===== src/rtl/fb_pkg.sv =====
// Shared constants, grant encoding and helpers for the frame-buffer port arbiter.
package fb_pkg;

    localparam int FB_ADDR_W = 17;
    localparam int FB_DATA_W = 12;
    localparam int FB_WORDS  = 76800;

    typedef enum logic [1:0] {
        G_IDLE = 2'd0,
        G_RD   = 2'd1,
        G_WR   = 2'd2
    } grant_e;

    function automatic logic [15:0] sat_inc16(input logic [15:0] v);
        return (v == 16'hFFFF) ? v : v + 16'd1;
    endfunction

endpackage


===== src/rtl/fb_wr_fifo.sv =====
// Synchronous write-queue FIFO; pointers carry one extra wrap bit so full and empty
// are distinguished without a separate counter register.
module fb_wr_fifo #(
    parameter int W     = 29,
    parameter int DEPTH = 8,
    localparam int IW   = $clog2(DEPTH)
) (
    input  logic          clk,
    input  logic          rst,
    input  logic          push,
    input  logic          pop,
    input  logic [W-1:0]  din,
    output logic [W-1:0]  dout,
    output logic          full,
    output logic          empty,
    output logic [IW:0]   count
);

    logic [W-1:0] mem [DEPTH];
    logic [IW:0]  wptr;
    logic [IW:0]  rptr;
    logic         do_pop;
    logic         do_push;

    assign do_pop  = pop && !empty;
    // A push into a full queue is accepted only when the head leaves in the same cycle.
    assign do_push = push && (!full || do_pop);

    assign count = wptr - rptr;
    assign empty = (wptr == rptr);
    assign full  = (wptr[IW] != rptr[IW]) && (wptr[IW-1:0] == rptr[IW-1:0]);
    assign dout  = mem[rptr[IW-1:0]];

    always_ff @(posedge clk or posedge rst) begin
        if (rst) begin
            wptr <= '0;
            rptr <= '0;
        end else begin
            if (do_push) wptr <= wptr + 1'b1;
            if (do_pop)  rptr <= rptr + 1'b1;
        end
    end

    always_ff @(posedge clk) begin
        if (do_push) mem[wptr[IW-1:0]] <= din;
    end

endmodule


===== src/rtl/fb_port_arbiter.sv =====
// Shares one single-port frame-buffer BRAM between a stall-free reader (fixed 2-cycle
// latency, absolute priority) and a queued writer drained on read-free cycles.
module fb_port_arbiter
    import fb_pkg::*;
#(
    parameter int ADDR_W     = FB_ADDR_W,
    parameter int DATA_W     = FB_DATA_W,
    parameter int FIFO_DEPTH = 8,
    parameter int AFULL_LVL  = 6
) (
    input  logic              clk,
    input  logic              rst,
    input  logic              wr_we,
    input  logic [ADDR_W-1:0] wr_addr,
    input  logic [DATA_W-1:0] wr_data,
    input  logic              rd_req,
    input  logic [ADDR_W-1:0] rd_addr,
    output logic              rd_valid,
    output logic [DATA_W-1:0] rd_data,
    input  logic              frame_start,
    output logic              bram_en,
    output logic              bram_we,
    output logic [ADDR_W-1:0] bram_addr,
    output logic [DATA_W-1:0] bram_din,
    input  logic [DATA_W-1:0] bram_dout,
    output logic              wq_afull,
    output logic              wq_overflow,
    output logic [15:0]       drop_cnt,
    output grant_e            grant_state
);

    // Handshake: neither requester has backpressure. wr_we is a push that is either
    // queued or counted as dropped; rd_req always returns rd_valid exactly 2 cycles later.
    localparam int EW = ADDR_W + DATA_W;
    localparam int CW = $clog2(FIFO_DEPTH) + 1;
    localparam logic [CW-1:0] AFULL_C = CW'(AFULL_LVL);

    logic [EW-1:0] head;
    logic          full;
    logic          empty;
    logic [CW-1:0] count;
    grant_e        grant_nxt;
    logic          pop;
    logic          drop;
    logic          rd_pipe;

    always_comb begin
        grant_nxt = G_IDLE;
        if (rd_req)      grant_nxt = G_RD;
        else if (!empty) grant_nxt = G_WR;
    end

    assign pop  = (grant_nxt == G_WR);
    assign drop = wr_we && full && !pop;

    fb_wr_fifo #(
        .W     (EW),
        .DEPTH (FIFO_DEPTH)
    ) u_fifo (
        .clk   (clk),
        .rst   (rst),
        .push  (wr_we),
        .pop   (pop),
        .din   ({wr_addr, wr_data}),
        .dout  (head),
        .full  (full),
        .empty (empty),
        .count (count)
    );

    always_ff @(posedge clk or posedge rst) begin
        if (rst) begin
            grant_state <= G_IDLE;
            bram_en     <= 1'b0;
            bram_we     <= 1'b0;
            bram_addr   <= '0;
            bram_din    <= '0;
        end else begin
            grant_state <= grant_nxt;
            case (grant_nxt)
                G_RD: begin
                    bram_en   <= 1'b1;
                    bram_we   <= 1'b0;
                    bram_addr <= rd_addr;
                end
                G_WR: begin
                    bram_en   <= 1'b1;
                    bram_we   <= 1'b1;
                    bram_addr <= head[EW-1:DATA_W];
                    bram_din  <= head[DATA_W-1:0];
                end
                default: begin
                    bram_en <= 1'b0;
                    bram_we <= 1'b0;
                end
            endcase
        end
    end

    always_ff @(posedge clk or posedge rst) begin
        if (rst) begin
            rd_pipe  <= 1'b0;
            rd_valid <= 1'b0;
        end else begin
            rd_pipe  <= rd_req;
            rd_valid <= rd_pipe;
        end
    end

    // An overflow in the frame_start cycle restarts the count at one rather than zero.
    always_ff @(posedge clk or posedge rst) begin
        if (rst) begin
            wq_overflow <= 1'b0;
            drop_cnt    <= '0;
        end else if (drop) begin
            wq_overflow <= 1'b1;
            drop_cnt    <= frame_start ? 16'd1 : sat_inc16(drop_cnt);
        end else if (frame_start) begin
            wq_overflow <= 1'b0;
            drop_cnt    <= '0;
        end
    end

    // BRAM output is only meaningful in the valid cycle; zero it elsewhere.
    assign rd_data  = rd_valid ? bram_dout : '0;
    assign wq_afull = (count >= AFULL_C);

endmodule


===== config.mk =====
export PLATFORM = sky130hd
export DESIGN_NAME = fb_port_arbiter
export DESIGN_NICKNAME = d
export VERILOG_FILES = /design/src/rtl/fb_pkg.sv /design/src/rtl/fb_wr_fifo.sv /design/src/rtl/fb_port_arbiter.sv
export SDC_FILE = /design/constraint.sdc
export NUM_CORES = 1
export LEC_CHECK = 0
export CAP_MARGIN = 15
export CORE_MARGIN = 1
export CORE_UTILIZATION = 56
export CTS_CLUSTER_DIAMETER = 100
export DETAILED_ROUTE_END_ITERATION = 12
export PLACE_DENSITY = 0.81
export SLEW_MARGIN = 10
export SYNTH_ARGS = -nofsm -noshare
export SYNTH_HDL_FRONTEND = slang
export SYNTH_SLANG_ARGS = --single-unit

===== constraint.sdc =====
create_clock -name clk -period 4.9 [get_ports clk]
set_clock_uncertainty 0.1 [all_clocks]
set_input_delay 1.225 -clock clk [delete_from_list [all_inputs] [get_ports clk]]
set_output_delay 1.225 -clock clk [all_outputs]
set_load 0.05 [all_outputs]

==> summary.md, run 1 <==
| Metric | Value |
|---|---|
| VDD IR-drop max | 0.5435 mV |
| Endpoints failing setup | 0 |
| HPWL Detailed | 15180 um |
| Area Growth Syn to Fin | 22.32% |
| Synth unique cells | 46 |
| #FFs+latches synth | 291 |
| Vias in the first global route | 7146 |
| CP cell instances | ha_1, a21o_1, a21oi_1, xnor2_1, nand2_1, clkdlybuf4s50_1 |
| PortBufs | 126 |
| Slew margin rel. | 38.67% |
| Die area | 21390 sq um |
| Critical Path Start Type | flip-flop |
| Cells after Synth | 726 |
| Final Wtd Congestion | 0.8402 |
| Iteration-0 DRC Markers | 616 |
| Post-CTS sizing | 0 |
| Sequential fraction of the synthesis area | 72.43% |
| Worst slew pin tran | 920.0 ps |
| Arrival @ worst endpoint | 2780 ps |
| Worst-Skew Late Latency | 550 ps |
| Switching share of power | 34.74% |
| Met3 Wirelength | 1797 um |
| Worst-path clk slew | 70 ps |
| Hold Crit Class | reg2reg |
| Setup WS post-layout | 790.1 ps |
| Placed Instance Area | 13270 sq um |
| DRT antenna net count | 0 |
| Critical path's largest stage delay | 810 ps |
| Initial antenna violation count | 0 |
| Reg-to-Reg Start | u_fifo.rptr[0] |
| HP Start | grant_state[0] |
| Worst Path Required | 3580 ps |
| Root Driver | clkbuf_16 |
| Post-synthesis instance area | 11660 sq um |
| Placement Rows | 52 |
| Leak | 5.045 nW |
| Final period utilization | 83.88% |
| Peak Freq | 243.3 MHz |
| Power Dens Cells | 604.0 nW/um^2 |
| CP max FO | 9 |
| DP Worst Slack | 938.2 ps |
| Synth async-reset ratio | 20.27% |
| Max_cap viols | 0 |
| Largest net degree at the start of global routing | 55 |
| H-tree depth | 1 |
| Type of destination of the critical path | output port |
| GR Util All Layers | 24.44% |
| Cell depth of the worst hold path | 0 |
| Slowest cell on crit path | clkdlybuf4s50_1 |
| CTS Buf Count | 28 |
| Final Net Count | 936 |
| Syn nets | 796 |
| Met1 wire length | 9642 um |
| Critical path type | reg2out |
| P_int | 5.620 mW |
| Pins Over Slew Limit | 0 |
| Worst r2r dst | bram_addr[16] |
| ANT cells | 0 |
| Setup Fix Bufs, Post-CTS | 0 |
| Routed wire per std cell | 22.18 um |
| Global-route wire length before repair | 39660 um |
| Unrepaired setup endpoints after global routing | no |
| IO Pins | 127 |
| Drt drc | 0 |
| Logic pwr share | 34.9% |
| Vias post-DR | 6909 |
| EDFF count, synth | 232 |
| Setup tns final | 0 ps |
| Layout cells sized above 1 | 12.95% |
| Hold-fix buffers at CTS | 0 |
| Worst Hold Path EP | rd_valid |
| WHS | 291.4 ps |
| Worst reg-to-reg path cell count | 7 |
| Total wire length | 25690 um |
| Chip Width | 146.3 um |
| Clock group share of total power | 26.5% |
| Post-route cell area | 14260 sq um |
| Gr ovfl total | 0 |
| Synth warn | 0 |
| Drt first pass iters | 5 |
| Net Switching | 2.992 mW |
| Hold Fails Final Rpt | 0 |
| Flop pwr share | 38.6% |
| Clk sinks | 291 |
| Core area | 20300 sq um |
| Ys flop type | edfxtp_1 |
| Final min period | 4110 ps |
| CTS tree | yes |
| Highest Signal Layer | met4 |
| Util after Layout | 70.24% |
| Syn_area_per_cell | 16.06 sq um |
| Vias/cell | 5.966 |
| Clk buf depth | 3 |
| WL met2 | 13480 um |
| Flop2flop setup slack | 1800 ps |
| Die Ht | 146.3 um |
| Starting Density | 57.42% |
| Status | finished, final reports clean |
| Filler cell count | 1270 |
-- cell usage after synthesis, types with 6 or more instances --
cell type / instances / area [sq um]
edfxtp_1: 232 / 6967
dfrtp_1: 59 / 1476
a21oi_1: 48 / 240.2
nand2_1: 46 / 172.7
mux2i_1: 45 / 450.4
nor2b_1: 30 / 187.7
mux4_2: 28 / 630.6
nand3_1: 28 / 140.1
nor2_1: 25 / 93.84
a211oi_1: 16 / 120.1
a22oi_1: 15 / 112.6
o21ai_0: 15 / 75.07
buf_2: 14 / 70.07
and2_1: 13 / 81.33
a31oi_1: 12 / 75.07
clkbuf_1: 12 / 45.04
xor2_1: 12 / 105.1
buf_4: 9 / 67.56
xnor2_1: 9 / 78.83
ha_1: 6 / 75.07
inv_1: 6 / 22.52
-- kinds of logic (layout without fill, tap and decap cells) --
kind of cell / Yosys count / in the layout / synth area share (%)
and+or+nand+nor: 172 / 172 / 7.686
xor gates and xnor gates: 22 / 22 / 1.718
DFF: 291 / 291 / 72.43
buffers and inverters: 46 / 208 / 2.179
muxes: 73 / 73 / 9.274
AOI/OAI and AO/OA: 115 / 115 / 5.893
adders and majority gates: 7 / 7 / 0.8158
-- cell usage in the layout, fill, tap and decap left out, types with 3 or more instances in the layout --
cell type        count
a211oi_1            16
a21oi_1             48
a22oi_1             15
a31oi_1             12
and2_1              13
and3_1               5
buf_12               3
buf_4               20
bufinv_16            6
clkbuf_1            11
clkbuf_16           28
clkdlybuf4s50_1    126
dfrtp_1             58
edfxtp_1           232
ha_1                 6
inv_1                5
mux2i_1             45
mux4_2              28
nand2_1             46
nand3_1             28
nand4_1              5
nor2_1              19
nor2_2               7
nor2b_1             30
nor3_1               3
nor3_2               3
o21ai_0             15
o21ai_1              3
xnor2_1              9
xor2_1              12
-- critical path: cells and delay by family (launching register included) --
| kind | cells | cell delay, ps |
|---|---|---|
| XOR/XNOR | 1 | 90 |
| flip-flops | 1 | 560 |
| adder cells (fa/ha/maj) | 1 | 350 |
| AO/OA/AOI/OAI | 2 | 370 |
| buffers and inverters | 1 | 810 |
| AND/OR/NAND/NOR | 1 | 70 |
-- layout make-up --
class	instances	area, sq um	area share (%)
sequential	291	8447	59.25
multi-input combinational	389	2989	20.97
timing repair buffer	149	1471	10.32
clock buffer	40	755.7	5.301
tap	270	337.8	2.369
clock inverter	12	230.2	1.615
inverter	7	26.28	0.1843
-- stage by stage --
stage,instances,power (mW)
4_1_cts,1158,8.642
6_report,1158,8.612
2_1_floorplan,726,5.425
5_1_grt,1158,8.952
3_3_place_gp,1106,6.226
3_5_place_dp,1106,6.329
-- power groups by stage --
| stage | clock, mW | combinational [mW] | sequential [mW] |
|---|---|---|---|
| final | 2.28 | 3.01 | 3.33 |
| after global routing | 2.39 | 3.21 | 3.35 |
| after CTS | 2.30 | 3.01 | 3.32 |
| after detailed placement | 0 | 2.97 | 3.36 |
| after global placement | 0 | 2.90 | 3.33 |
| after floorplan | 0 | 1.64 | 3.79 |
-- how the worst max path moves through the flow --
stage                               from                to
after detailed placement    bram_dout[3]        rd_data[3]
after global routing      u_fifo.rptr[1]          wq_afull
final                     u_fifo.wptr[1]          wq_afull
after floorplan           u_fifo.rptr[2]  u_fifo.mem[0][0]
after global placement      bram_dout[3]        rd_data[3]
after CTS                 u_fifo.wptr[1]          wq_afull
-- registers in the layout, summed over array words and instances, names as in the netlist --
name and flops:
wq_overflow 1, rd_valid 1, bram_din 12, u_fifo.rptr 4, bram_we 1, u_fifo.mem 232, u_fifo.wptr 4, grant_state 2
bram_en 1, drop_cnt 16, bram_addr 17
-- metal layers --
layer	vias to the layer above	track usage, %
met4	0	8.698
met3	60	4.000
li1	3047	-
met5	-	0
met2	297	43.07
met1	3505	30.68
No activity file was read; power rests on OpenSTA's default activity.
==> inputs of run 2 (changes only) <==
==> constraint.sdc (replaced) <==
create_clock -name clk -period 4.1 [get_ports clk]
set_clock_uncertainty 0.1 [all_clocks]
set_input_delay 1.025 -clock clk [delete_from_list [all_inputs] [get_ports clk]]
set_output_delay 1.025 -clock clk [all_outputs]
set_load 0.05 [all_outputs]
==> run 2 against run 1 <==
  * Final cell count up 0.43%
  * Power up 20%
  * Clock-buffer cell count down 9
  * First-iteration DRC count down 10%
  * Critical endpoint is now rd_data[7]
  * Largest cell class unchanged
  * Largest power group unchanged
  * Highest routed layer unchanged
==> summary.md, run 2 (same netlist as run 1, synthesis figures left out) <==
| Metric | Value |
|---|---|
| Initial antenna violation count | 0 |
| Max_cap viols | 0 |
| M2 GR Usage | 41.12% |
| Critical path type | in2out |
| Hold-fix buffers at CTS | 0 |
| Most common cell after layout, fill and taps aside | edfxtp_1 |
| Util after Layout | 70.44% |
| Slowest cell on crit path | clkdlybuf4s50_1 |
| Layout cells sized above 1 | 13.89% |
| Worst-Skew Late Latency | 540 ps |
| Global Route met1 Usage | 32.16% |
| DRT antenna net count | 0 |
| Hold Crit Class | reg2reg |
| VDD IR-drop max | 0.5681 mV |
| Filler cell count | 1261 |
| DP Worst Slack | 305.0 ps |
| Placed insts | 1110 |
| Layer with the highest usage | met2 |
| Arrival @ worst endpoint | 2420 ps |
| Area Growth Syn to Fin | 22.67% |
| Worst Path Required | 2970 ps |
| CTS tree | yes |
| Clk sinks | 291 |
| Final Net Count | 941 |
| Gr ovfl total | 0 |
| Drt drc | 0 |
| Type of destination of the critical path | output port |
| Cell depth of the worst hold path | 0 |
| CTS Buf Count | 29 |
| Final min period | 3546 ps |
| WHS | 291.0 ps |
| Status | finished, final reports clean |
| Clk buf depth | 3 |
| Max FFs per register | 232 |
| Unrepaired setup endpoints after global routing | no |
| Power Dens Cells | 720.5 nW/um^2 |
| Tot Pwr | 10.30 mW |
| CP max FO | 1 |
| Critical Path Start Type | input port |
| IO Pins | 127 |
| Slew margin rel. | 38.91% |
| Leak | 5.083 nW |
| Die area | 21390 sq um |
| Iteration-0 DRC Markers | 553 |
| HPWL Detailed | 15370 um |
| Endpoints failing setup | 0 |
| Vias post-DR | 6874 |
| ANT cells | 0 |
| Final period utilization | 86.50% |
| Starting Density | 57.42% |
| Final Wtd Congestion | 0.8595 |
| Peak Freq | 282.0 MHz |
| Core area | 20300 sq um |
| Post-CTS sizing | 0 |
| Placed Instance Area | 13330 sq um |
| Worst reg-to-reg path cell count | 6 |
| Post-route cell area | 14300 sq um |
| Global-route wire length before repair | 39200 um |
| Worst slew pin tran | 916.4 ps |
| Root Driver | clkbuf_16 |
| Total wire length | 24860 um |
| Setup Fix Bufs, Post-CTS | 0 |
| Met3 Usage GRT | 3.625% |
| PortBufs | 126 |
| GR Util All Layers | 24.01% |
| Commonest cells after routing, fill and taps aside | edfxtp_1 (232), clkdlybuf4s50_1 (125), dfrtp_1 (58) |
| Pins Over Slew Limit | 0 |
| Die Ht | 146.3 um |
| H-tree depth | 1 |
| Vias in the first global route | 7111 |
| Routed wire per std cell | 21.38 um |
| Vias/cell | 5.911 |
| Finished Layout Cells | 1163 |
| Setup WS post-layout | 553.6 ps |
| Cell mode on critical path | clkdlybuf4s50_1 |
| Placement Rows | 52 |
| Setup tns final | 0 ps |
| CP cell instances | clkdlybuf4s50_1, and2_1, clkdlybuf4s50_1 |
| Largest net degree at the start of global routing | 54 |
| Hold Fails Final Rpt | 0 |
| Chip Width | 146.3 um |
| Worst-path clk slew | 60 ps |
| Critical path's largest stage delay | 790 ps |
| Drt first pass iters | 5 |
==> run 2: changes by cell type in the layout (fill, tap and decap cells not counted), moves of 2 or more <==
cell and delta:
nor3_2 -2, buf_4 +5, clkinv_1 +6, nor2_4 +4, clkinv_2 +7, nor2_2 -4, clkbuf_1 -9, nor3_4 +2
==> run 2: final cells by class <==
class | count | area (sq um) | area share (%)
flip-flops and latches | 291 | 8447 | 59.07
clock inverters | 22 | 234.0 | 1.636
clock buffers | 31 | 733.2 | 5.128
repair buffers | 153 | 1499 | 10.48
well taps | 270 | 337.8 | 2.363
multi-input cells | 389 | 3022 | 21.13
inverters | 7 | 26.28 | 0.1838
==> run 2: final timing paths <==
check	startpoint	to	slack (ps)
max	bram_dout[7]	rd_data[7]	550
min	grant_state[0]	rd_valid	290
max reg2reg	u_fifo.wptr[2]	u_fifo.mem[3][24]	780
min reg2reg	grant_state[0]	rd_valid	290
max in group asynchronous	rst	u_fifo.rptr[0]	2390
min in group asynchronous	rst	bram_addr[9]	760
==> run 2: power breakdown <==
part / leakage [nW] / internal [mW] / total, mW / switching [mW]
registers: 2.82 / 3.74 / 3.98 / 0.237
clock network: 0.481 / 1.60 / 2.68 / 1.08
logic: 1.78 / 1.36 / 3.64 / 2.28
total: 5.08 / 6.71 / 10.3 / 3.59
==> run 2: critical path, delay by kind of cell <==
family	cells	cell delay, ps
buffers and inverters	2	1270
and+or+nand+nor	1	130
==> run 2: routing by layer <==
metal  wire length (um)  vias up
met5                  0        -
met4                443        0
met3               1666       38
met2              12710      288
met1              10040     3485
li1                   -     3063
==> inputs of run 3 (changes only) <==
--- a/config.mk
+++ b/config.mk
@@ -6,11 +6,13 @@
 export NUM_CORES = 1
 export LEC_CHECK = 0
 export CAP_MARGIN = 15
+export CORE_ASPECT_RATIO = 1.5
 export CORE_MARGIN = 1
 export CORE_UTILIZATION = 56
 export CTS_CLUSTER_DIAMETER = 100
 export DETAILED_ROUTE_END_ITERATION = 12
 export PLACE_DENSITY = 0.81
+export SKIP_LAST_GASP = 1
 export SLEW_MARGIN = 10
 export SYNTH_ARGS = -nofsm -noshare
 export SYNTH_HDL_FRONTEND = slang
==> run 3 against run 2 <==
  * Critical path depth did not move
  * Final cell count fell by 0.69%
  * Sequential power barely moved
  * Maximum frequency rose by 0.46%
  * Highest routed layer unchanged
==> summary.md, run 3 (same netlist as run 1, synthesis figures left out) <==
| Metric | Value |
|---|---|
| ANT cells | 0 |
| Worst-Skew Late Latency | 540 ps |
| CP max FO | 1 |
| DRT antenna net count | 0 |
| Clk sinks | 291 |
| Vias post-DR | 6711 |
| Clk buf depth | 3 |
| Commonest cells after routing, fill and taps aside | edfxtp_1 (232), clkdlybuf4s50_1 (125), dfrtp_1 (58) |
| Total wire length | 24350 um |
| Endpoints failing setup | 0 |
| HPWL Detailed | 15260 um |
| Drt drc | 0 |
| Layout cells sized above 1 | 13.80% |
| Chip Width | 119.8 um |
| Global-route wire length before repair | 37330 um |
| Worst slew pin tran | 1091 ps |
| Placement Rows | 64 |
| Status | finished, final reports clean |
| WL met2 | 13380 um |
| CTS Buf Count | 27 |
| Drt first pass iters | 5 |
| Max FFs per register | 232 |
| Setup Fix Bufs, Post-CTS | 0 |
| Hold Crit Class | reg2reg |
| H-tree depth | 1 |
| Clock group share of total power | 23.9% |
| Hold-fix buffers at CTS | 0 |
| Iteration-0 DRC Markers | 500 |
| Type of destination of the critical path | output port |
| Worst-path clk slew | 60 ps |
| Area Growth Syn to Fin | 21.92% |
| Unrepaired setup endpoints after global routing | no |
| Power Dens Cells | 705.3 nW/um^2 |
| Core area | 20420 sq um |
| Final period utilization | 86.10% |
| Gr ovfl total | 0 |
| Root Driver | clkbuf_16 |
| Final Wtd Congestion | 0.8028 |
| Worst Path Required | 2970 ps |
| Die Ht | 178.7 um |
| Critical path type | in2out |
| Max_cap viols | 0 |
| Starting Density | 57.08% |
| Met3 Wirelength | 1185 um |
| Net Switching | 3.537 mW |
| Switching share of power | 35.29% |
| WHS | 278.0 ps |
| Hold Fails Final Rpt | 0 |
| Post-CTS sizing | 0 |
| Routed wire per std cell | 21.08 um |
| Final Net Count | 942 |
| Die area | 21410 sq um |
| Most common cell after layout, fill and taps aside | edfxtp_1 |
| PortBufs | 126 |
| Leak | 5.035 nW |
| Vias in the first global route | 6956 |
| Arrival @ worst endpoint | 2410 ps |
| IO Pins | 127 |
| Initial antenna violation count | 0 |
| GR Util All Layers | 23.33% |
| Met1 wire length | 9081 um |
| CTS tree | yes |
| Slew margin rel. | 27.24% |
| Flop pwr share | 39.7% |
| Vias/cell | 5.810 |
| Pins Over Slew Limit | 0 |
| Peak Freq | 283.3 MHz |
| Largest net degree at the start of global routing | 67 |
| Setup tns final | 0 ps |
| Highest Signal Layer | met4 |
| Logic pwr share | 36.4% |
| P_int | 6.486 mW |
| Filler cell count | 1327 |
| Critical Path Start Type | input port |
| Final min period | 3530 ps |
| VDD IR-drop max | 0.4709 mV |
[run 3: layout make-up]
type / count / area (sq um) / share of cell area (%)
Clock buffer: 34 / 721.9 / 5.080
Clock inverter: 14 / 125.1 / 0.8804
Inverter: 7 / 26.28 / 0.1849
Multi-Input combinational cell: 389 / 3027 / 21.30
Sequential cell: 291 / 8447 / 59.44
Tap cell: 264 / 330.3 / 2.324
Timing Repair Buffer: 156 / 1534 / 10.79
[run 3: critical path, cell delays in order]
cell	delay, ps
clkdlybuf4s50_1	470
and2_1	120
clkdlybuf4s50_1	790
[run 3: routing by layer]
metal / vias to the layer above / GRT usage [%]
met3: 52 / 2.894
met5: - / 0
met2: 225 / 43.26
met4: 0 / 8.646
li1: 3053 / -
met1: 3381 / 27.70
[run 3: metrics by stage]
step | setup slack (ps) | cells | power (mW) | util, % | area, sq um
after floorplan | 333.1 | 726 | 6.485 | - | 11670
after global placement | 494.7 | 1107 | 7.577 | 65.45 | 13360
after detailed placement | 442.5 | 1107 | 7.662 | 65.45 | 13360
after CTS | 563.6 | 1155 | 10.10 | 69.60 | 14210
after global routing | 514.2 | 1155 | 10.48 | 69.60 | 14210
final | 569.9 | 1155 | 10.02 | 69.60 | 14210
[run 3: worst paths after layout]
path                                 from               end  slack [ps]  depth (start not counted)
max in group asynchronous             rst       bram_din[7]        2240                          3
min                        grant_state[0]          rd_valid         280                          0
max reg2reg                u_fifo.wptr[2]  u_fifo.mem[1][2]         840                          6
min in group asynchronous             rst      bram_addr[2]         930                          2
min reg2reg                grant_state[0]          rd_valid         280                          0
max                          bram_dout[8]        rd_data[8]         570                          3
[run 3: power by group through the flow]
stage          logic (mW)  clock network (mW)  registers [mW]
2_1_floorplan        1.96                   0            4.53
3_3_place_gp         3.58                   0            4.00
3_5_place_dp         3.63                   0            4.03
4_1_cts              3.68                2.44            3.98
5_1_grt              3.91                2.55            4.01
6_report             3.65                2.40            3.98
